$ cat config.mk
export PLATFORM = sky130hd
export DESIGN_NAME = tug_battle_ctrl_flat
export DESIGN_NICKNAME = d
export VERILOG_FILES = /design/src/rtl/tug_battle_ctrl_pkg.sv /design/src/rtl/tug_battle_ctrl_if.sv /design/src/rtl/tug_battle_ctrl_lane.sv /design/src/rtl/tug_battle_ctrl.sv /design/src/flat_wrapper.sv
export SDC_FILE = /design/constraint.sdc
export NUM_CORES = 1
export LEC_CHECK = 0
export BUFFER_PORTS_ARGS = -buffer_cell sky130_fd_sc_hd__buf_2
export CELL_PAD_IN_SITES_DETAIL_PLACEMENT = 1
export CELL_PAD_IN_SITES_GLOBAL_PLACEMENT = 2
export CORE_MARGIN = 3
export CORE_UTILIZATION = 35
export CTS_CLUSTER_SIZE = 24
export DETAILED_ROUTE_END_ITERATION = 10
export PLACE_DENSITY = 0.83
export SYNTH_ARGS = -nofsm -noshare
export SYNTH_HDL_FRONTEND = slang
export SYNTH_HIERARCHICAL = 1
export SYNTH_SLANG_ARGS = --single-unit
$ cat constraint.sdc
create_clock -name clk -period 3.6 [get_ports clk]
set_input_delay 0.36 -clock clk [delete_from_list [all_inputs] [get_ports clk]]
set_output_delay 0.36 -clock clk [all_outputs]
set_load 0.02 [all_outputs]
$ cat src/rtl/tug_battle_ctrl_pkg.sv
// Shared constants for the two-player LED tug battle: state and winner codes,
// display constants and the RESULT-screen decode helpers.
package tug_battle_ctrl_pkg;

  typedef logic [15:0] bar_t;

  localparam logic [1:0] ST_IDLE      = 2'd0;
  localparam logic [1:0] ST_COUNTDOWN = 2'd1;
  localparam logic [1:0] ST_BATTLE    = 2'd2;
  localparam logic [1:0] ST_RESULT    = 2'd3;

  localparam logic [1:0] WIN_NONE = 2'b00;
  localparam logic [1:0] WIN_P1   = 2'b01;
  localparam logic [1:0] WIN_P2   = 2'b10;
  localparam logic [1:0] WIN_DRAW = 2'b11;

  localparam logic [3:0] BLANK = 4'hF;

  localparam bar_t LED_ALL = 16'hFFFF;
  localparam bar_t LED_P1  = 16'hFF00;
  localparam bar_t LED_P2  = 16'h00FF;
  localparam bar_t LED_OFF = 16'h0000;

  // LED bar lit toward the winner's end; both halves for a draw
  function automatic bar_t result_led(input logic [1:0] w);
    case (w)
      WIN_P1:   return LED_P1;
      WIN_P2:   return LED_P2;
      WIN_DRAW: return LED_ALL;
      default:  return LED_OFF;
    endcase
  endfunction

  // Digit shown on the RESULT screen: winning player number, 0 for a draw
  function automatic logic [3:0] result_digit(input logic [1:0] w);
    case (w)
      WIN_P1:  return 4'd1;
      WIN_P2:  return 4'd2;
      default: return 4'd0;
    endcase
  endfunction

endpackage

$ cat src/rtl/tug_battle_ctrl_if.sv
// Game-side bus: control pulses in, display and status out.
interface tug_battle_ctrl_if;
  logic        start;
  logic        p1_fire;
  logic        p2_fire;
  logic        shift_tick;
  logic        sec_tick;
  logic [15:0] led;
  logic [15:0] nums;
  logic [1:0]  state_o;
  logic [1:0]  winner;

  modport master (
    output start, p1_fire, p2_fire, shift_tick, sec_tick,
    input  led, nums, state_o, winner
  );

  modport slave (
    input  start, p1_fire, p2_fire, shift_tick, sec_tick,
    output led, nums, state_o, winner
  );
endinterface

$ cat src/rtl/tug_battle_ctrl_lane.sv
// Shot registers for the 16-LED bar. s1 carries P1 shots toward bit0, s2
// carries P2 shots toward bit15. Hits are flagged from pre-shift values in the
// tick cycle itself so the life counters update on the same edge as the shift.
module battle_lane
  import tug_battle_ctrl_pkg::*;
(
  input  logic clk,
  input  logic rst,
  input  logic clear,
  input  logic shift_tick,
  input  logic p1_fire,
  input  logic p2_fire,
  output bar_t s1,
  output bar_t s2,
  output logic hit_p1,
  output logic hit_p2
);

  bar_t x1, x2, sh1, sh2, ov, s1_nxt, s2_nxt;

  // P2 shot at bit15 lands on P1; P1 shot at bit0 lands on P2
  assign hit_p1 = shift_tick & s2[15];
  assign hit_p2 = shift_tick & s1[0];

  // Crossing removal, shift, overlap removal, then fire injection
  always_comb begin
    // Adjacent pair s1[i] / s2[i-1] would swap places without ever sharing a bit
    x1  = s1 & {s2[14:0], 1'b0};
    x2  = s2 & {1'b0, s1[15:1]};
    sh1 = (s1 & ~x1) >> 1;
    sh2 = (s2 & ~x2) << 1;
    ov  = sh1 & sh2;
    if (shift_tick) begin
      s1_nxt = sh1 & ~ov;
      s2_nxt = sh2 & ~ov;
    end else begin
      s1_nxt = s1;
      s2_nxt = s2;
    end
    // OR-in: a fire onto an already occupied injection bit is simply lost
    s1_nxt[15] = s1_nxt[15] | p1_fire;
    s2_nxt[0]  = s2_nxt[0]  | p2_fire;
  end

  // Shot state; clear wins over any movement or injection
  always_ff @(posedge clk or posedge rst) begin
    if (rst) begin
      s1 <= LED_OFF;
      s2 <= LED_OFF;
    end else if (clear) begin
      s1 <= LED_OFF;
      s2 <= LED_OFF;
    end else begin
      s1 <= s1_nxt;
      s2 <= s2_nxt;
    end
  end

endmodule

$ cat src/rtl/tug_battle_ctrl.sv
// Game sequencer: IDLE -> COUNTDOWN -> BATTLE -> RESULT. Owns the FSM,
// countdown/result counters, lives and the LED / seven-segment decode.
module tug_battle_ctrl
  import tug_battle_ctrl_pkg::*;
#(
  parameter int LIVES       = 2,
  parameter int CNT_START   = 3,
  parameter int RESULT_SECS = 3
) (
  input logic             clk,
  input logic             rst,
  tug_battle_ctrl_if.slave bus
);

  logic [1:0] state;
  logic [3:0] cnt;
  logic [7:0] rc;
  logic       blink;
  logic [1:0] winner;
  logic [3:0] p1_lives, p2_lives;
  logic [3:0] p1_dec, p2_dec;
  logic       in_battle, game_over, lane_clear;
  bar_t       s1, s2;
  logic       hit_p1, hit_p2;

  assign in_battle  = (state == ST_BATTLE);
  assign p1_dec     = (hit_p1 && p1_lives != 4'd0) ? p1_lives - 4'd1 : p1_lives;
  assign p2_dec     = (hit_p2 && p2_lives != 4'd0) ? p2_lives - 4'd1 : p2_lives;
  assign game_over  = in_battle && (p1_dec == 4'd0 || p2_dec == 4'd0);
  // Shots live only while the battle runs; dropped on abort and on game end
  assign lane_clear = !in_battle || bus.start || game_over;

  battle_lane u_lane (
    .clk        (clk),
    .rst        (rst),
    .clear      (lane_clear),
    .shift_tick (bus.shift_tick & in_battle),
    .p1_fire    (bus.p1_fire & in_battle),
    .p2_fire    (bus.p2_fire & in_battle),
    .s1         (s1),
    .s2         (s2),
    .hit_p1     (hit_p1),
    .hit_p2     (hit_p2)
  );

  // Game FSM; start outranks every other event in every state
  always_ff @(posedge clk or posedge rst) begin
    if (rst) begin
      state    <= ST_IDLE;
      cnt      <= 4'd0;
      rc       <= 8'd0;
      blink    <= 1'b0;
      winner   <= WIN_NONE;
      p1_lives <= 4'(LIVES);
      p2_lives <= 4'(LIVES);
    end else if (bus.start) begin
      if (state == ST_IDLE) begin
        state <= ST_COUNTDOWN;
        cnt   <= 4'(CNT_START);
        blink <= 1'b1;
      end else begin
        state <= ST_IDLE;
      end
    end else begin
      case (state)
        ST_COUNTDOWN: if (bus.sec_tick) begin
          blink <= ~blink;
          cnt   <= cnt - 4'd1;
          if (cnt == 4'd1) begin
            state    <= ST_BATTLE;
            p1_lives <= 4'(LIVES);
            p2_lives <= 4'(LIVES);
            winner   <= WIN_NONE;
          end
        end
        ST_BATTLE: begin
          p1_lives <= p1_dec;
          p2_lives <= p2_dec;
          if (game_over) begin
            state <= ST_RESULT;
            rc    <= 8'(RESULT_SECS);
            if (p1_dec == 4'd0 && p2_dec == 4'd0) winner <= WIN_DRAW;
            else if (p2_dec == 4'd0)              winner <= WIN_P1;
            else                                  winner <= WIN_P2;
          end
        end
        ST_RESULT: if (bus.sec_tick) begin
          rc <= rc - 8'd1;
          if (rc <= 8'd1) state <= ST_IDLE;
        end
        default: ;
      endcase
    end
  end

  // Display decode from registered state only
  always_comb begin
    bus.led     = LED_ALL;
    bus.nums    = 16'h0000;
    bus.state_o = state;
    bus.winner  = winner;
    case (state)
      ST_COUNTDOWN: begin
        bus.led  = blink ? LED_ALL : LED_OFF;
        bus.nums = {BLANK, BLANK, BLANK, cnt};
      end
      ST_BATTLE: begin
        bus.led  = s1 | s2;
        bus.nums = {BLANK, p1_lives, BLANK, p2_lives};
      end
      ST_RESULT: begin
        bus.led  = result_led(winner);
        bus.nums = {BLANK, BLANK, BLANK, result_digit(winner)};
      end
      default: ;
    endcase
  end

endmodule
$ cat src/flat_wrapper.sv
// flat-port wrapper written by rule: the top's interface ports become plain ports
module tug_battle_ctrl_flat import tug_battle_ctrl_pkg::*;
#(
  parameter int LIVES       = 2,
  parameter int CNT_START   = 3,
  parameter int RESULT_SECS = 3
)
  (clk, rst, bus_start, bus_p1_fire, bus_p2_fire, bus_shift_tick, bus_sec_tick, bus_led, bus_nums, bus_state_o, bus_winner);
  tug_battle_ctrl_if bus_i ();
  input logic clk;
  input logic rst;
  input wire logic [$bits(bus_i.start)-1:0] bus_start;
  input wire logic [$bits(bus_i.p1_fire)-1:0] bus_p1_fire;
  input wire logic [$bits(bus_i.p2_fire)-1:0] bus_p2_fire;
  input wire logic [$bits(bus_i.shift_tick)-1:0] bus_shift_tick;
  input wire logic [$bits(bus_i.sec_tick)-1:0] bus_sec_tick;
  output wire logic [$bits(bus_i.led)-1:0] bus_led;
  output wire logic [$bits(bus_i.nums)-1:0] bus_nums;
  output wire logic [$bits(bus_i.state_o)-1:0] bus_state_o;
  output wire logic [$bits(bus_i.winner)-1:0] bus_winner;
  assign bus_i.start = bus_start;
  assign bus_i.p1_fire = bus_p1_fire;
  assign bus_i.p2_fire = bus_p2_fire;
  assign bus_i.shift_tick = bus_shift_tick;
  assign bus_i.sec_tick = bus_sec_tick;
  assign bus_led = bus_i.led;
  assign bus_nums = bus_i.nums;
  assign bus_state_o = bus_i.state_o;
  assign bus_winner = bus_i.winner;
  tug_battle_ctrl #(.LIVES(LIVES), .CNT_START(CNT_START), .RESULT_SECS(RESULT_SECS)) u_core (.clk(clk), .rst(rst), .bus(bus_i));
endmodule
==> metrics.txt <==
die width=~110 um; Yosys top cell area share=between 30% and 40%; r2r setup slk=slightly above 500 ps; Post-DP Area=approximately 3900 um^2; Post-Route Setup TNS=0 ps; VDD IR max=between 200 and 250 uV; Post-Layout Cell Count=598; Post-synth top flop=dfrtp_1; Slew HR=a little over 30%; crit path max fanout=20; largest area contributor in the netlist=dfrtp_1; I/O pin count=between 40 and 50; Hold Path Class=in2async; Cell variety after synth=54; Worst setup EP type=flop; fin crit share=roughly 86%; Adder-Cell Fraction of Synth Area=approximately 2.1%; largest net degree at the start of global routing=between 60 and 70; H-tree level count=3; final core occ=41.5%; r2r endpoint=u_core/u_lane/s1[8]; WL/cell=around 17 um; Filler cells=roughly 1.2k; drt first pass iters=4; fmax=between 300 and 400 MHz; Reg clk slew, reported paths=70 ps; total number of vias=roughly 3.3k; Post-DP HPWL=6800 um; Worst Tran Pin Value=~1000 ps; # port buffers=42; DR vias/cell=5.46; design area=~4000 um^2; DRC=0; Pleak=about 1.6 nW; Sink Count=57; RSZ-0062 raised after global routing=no; clock latency on the worst-skew pair=about 340 ps; share of layout cells above drive strength 1=~17%; Post CTS Setup Buffer Count=0; Mapped Avg Cell Area=around 8.4 um^2; routed wire length=roughly 10000 um; largest cells by area after synthesis=dfrtp_1 38%, nand2b_1 10%, a221oi_1 6.8%, o21ai_0 5.9%, inv_1 4.9%; Yosys reg bits=57; xor and xnor area share after synthesis=less than 1%; top-count cell post-synth=nand2b_1; DR iter-0 viols=166; ANT nets after route=0; Clock Skew=between 10 and 15 ps; simple-gate portion of the synthesized area=roughly 25%; initial antenna violation count=0; post-synthesis mux area share=less than 1%; Syn Nets=about 440; Post-synth ARST share=100%; Critical Setup Path Class=reg2reg; mapped cell area=between 3000 and 4000 um^2; GPL Wtd Cong=around 0.8; Rows=36; Synth Area in Compound Gates=between 20 and 25%; first-pass GRT wire length=~17000 um; path depth of the worst reg2reg path=11; post-CTS sizing=0; Register Area=approximately 1400 um^2; yosys warns=6; Longest Clk Path Bufs=2; hold buffer count at CTS=0; CTS root buffer=clkbuf_8; outcome=complete, no violations; Startpoint Class=flop; grt ovf=0; main combinational cell family by area after synthesis=simple AND/OR/NAND/NOR gates; placed cell count=between 500 and 600; Tot GR Track Use=between 10% and 20%; sequential area share after synthesis=39.9%; Critical R2R Launch=u_core/bus.state_o[0]; max-cap violation count=0; Core ar.=about 9900 um^2; fin. max-slew vios=0; fin crit period=3080 ps; Pwr Density=slightly below 600 nW/um^2; multi-input gate area in the final layout=roughly 1800 um^2; synth cell count leaders=60 x nand2b_1, 55 x dfrtp_1, 47 x inv_1, 43 x nand2_1, 42 x o21ai_0; Worst EP required=3780 ps; CTS tree=yes; clock buffer count from CTS=9; vias in the first global route=3344; Final Hold Viols=0; fin nets=473; ant diodes=0; height of the die=between 100 and 150 um; setup violators final=0; DIE AREA=11500 um^2; Initial Util=36.3%; Arr. time, crit path=around 3300 ps; Post-synth EDFFs=0; Syn-to-layout area delta=14.4%; cells after synthesis=424
-- layer usage --
metal / up-vias / part of all wire (%) / global-route usage, %
li1: 1552 / - / -
met1: 1658 / 49 / 25.3
met2: 45 / 48 / 30.3
met3: 9 / 2.0 / 2.35
met4: 0 / 1.1 / 5.48
met5: - / 0 / 0
-- sequential cells by signal, indices dropped and copies added (netlist names) --
| signal | cells |
|---|---|
| u_core/blink | 1 |
| u_core/bus.state_o | 2 |
| u_core/bus.winner | 2 |
| u_core/cnt | 4 |
| u_core/p1_lives | 4 |
| u_core/p2_lives | 4 |
| u_core/rc | 8 |
| u_core/u_lane/s1 | 16 |
| u_core/u_lane/s2 | 16 |
-- logic make-up after synthesis --
logic type,after synthesis
xor gates and xnor gates,1
and+or+nand+nor,162
muxes,3
adders and majority gates,6
AOI/OAI and AO/OA,122
DFF,57
buffers and inverters,73
-- layout make-up --
class | count | area share [%]
Clock buffer | 11 | 3.70
Clock inverter | 5 | 1.31
Inverter | 47 | 4.31
Multi-Input combinational cell | 294 | 45.0
Sequential cell | 57 | 34.9
Tap cell | 133 | 4.06
Timing Repair Buffer | 51 | 6.78
-- power by group --
part	internal, mW	leakage, nW	switching (mW)
Combinational	0.323	0.735	0.657
Clock	0.355	0.109	0.272
Sequential	0.721	0.746	0.0786
-- layout by cell type (no fill, tap or decap), types with 3 or more instances in the layout --
cell	synthesis	layout
nand3_1	5	5
nor3_1	8	8
and2_1	5	4
a21oi_1	20	20
a31oi_1	5	5
o31ai_1	3	3
o21ai_0	42	42
or2b_1	5	5
clkinv_2	0	3
buf_4	9	9
ha_1	6	6
nand3b_1	3	3
buf_2	4	42
a2bb2oi_1	3	3
mux2i_1	3	3
clkbuf_8	0	11
nand2_1	43	43
and3_1	4	4
a221oi_1	28	28
nor2_1	13	13
nand4b_1	3	3
inv_1	47	47
nand2b_1	60	60
dfrtp_1	55	55
-- worst max-delay path by stage --
| stage | start | to | slack (ps) | depth (start not counted) |
|---|---|---|---|---|
| finish | u_core/bus.state_o[0] | u_core/u_lane/s1[8] | 520 | 11 |
| global route | u_core/bus.state_o[0] | u_core/u_lane/s1[11] | 260 | 11 |
| CTS | u_core/bus.state_o[0] | u_core/u_lane/s1[8] | 510 | 11 |
| detailed placement | u_core/bus.state_o[0] | u_core/u_lane/s1[8] | 530 | 11 |
| global placement | u_core/bus.state_o[0] | u_core/u_lane/s2[11] | 620 | 11 |
| floorplan | u_core/bus.state_o[0] | u_core/u_lane/s1[13] | 110 | 14 |
-- critical path: stages (launching register included) --
cell,delay [ps]
dfrtp_1,380
nor2b_1,140
and2_2,190
and2_1,250
or4b_4,510
nor3b_2,190
o32ai_2,90
buf_4,180
and2_2,210
nand2_1,340
buf_4,330
a221oi_1,90
-- stage by stage --
step,setup WS [ps],hold slack (ps),power [mW]
after floorplan,106,386,1.50
after global placement,618,455,1.77
after detailed placement,525,469,1.80
after CTS,510,93.4,2.44
after global routing,260,130,2.57
final,519,94.5,2.41
Power figures use the tool's default switching activity.
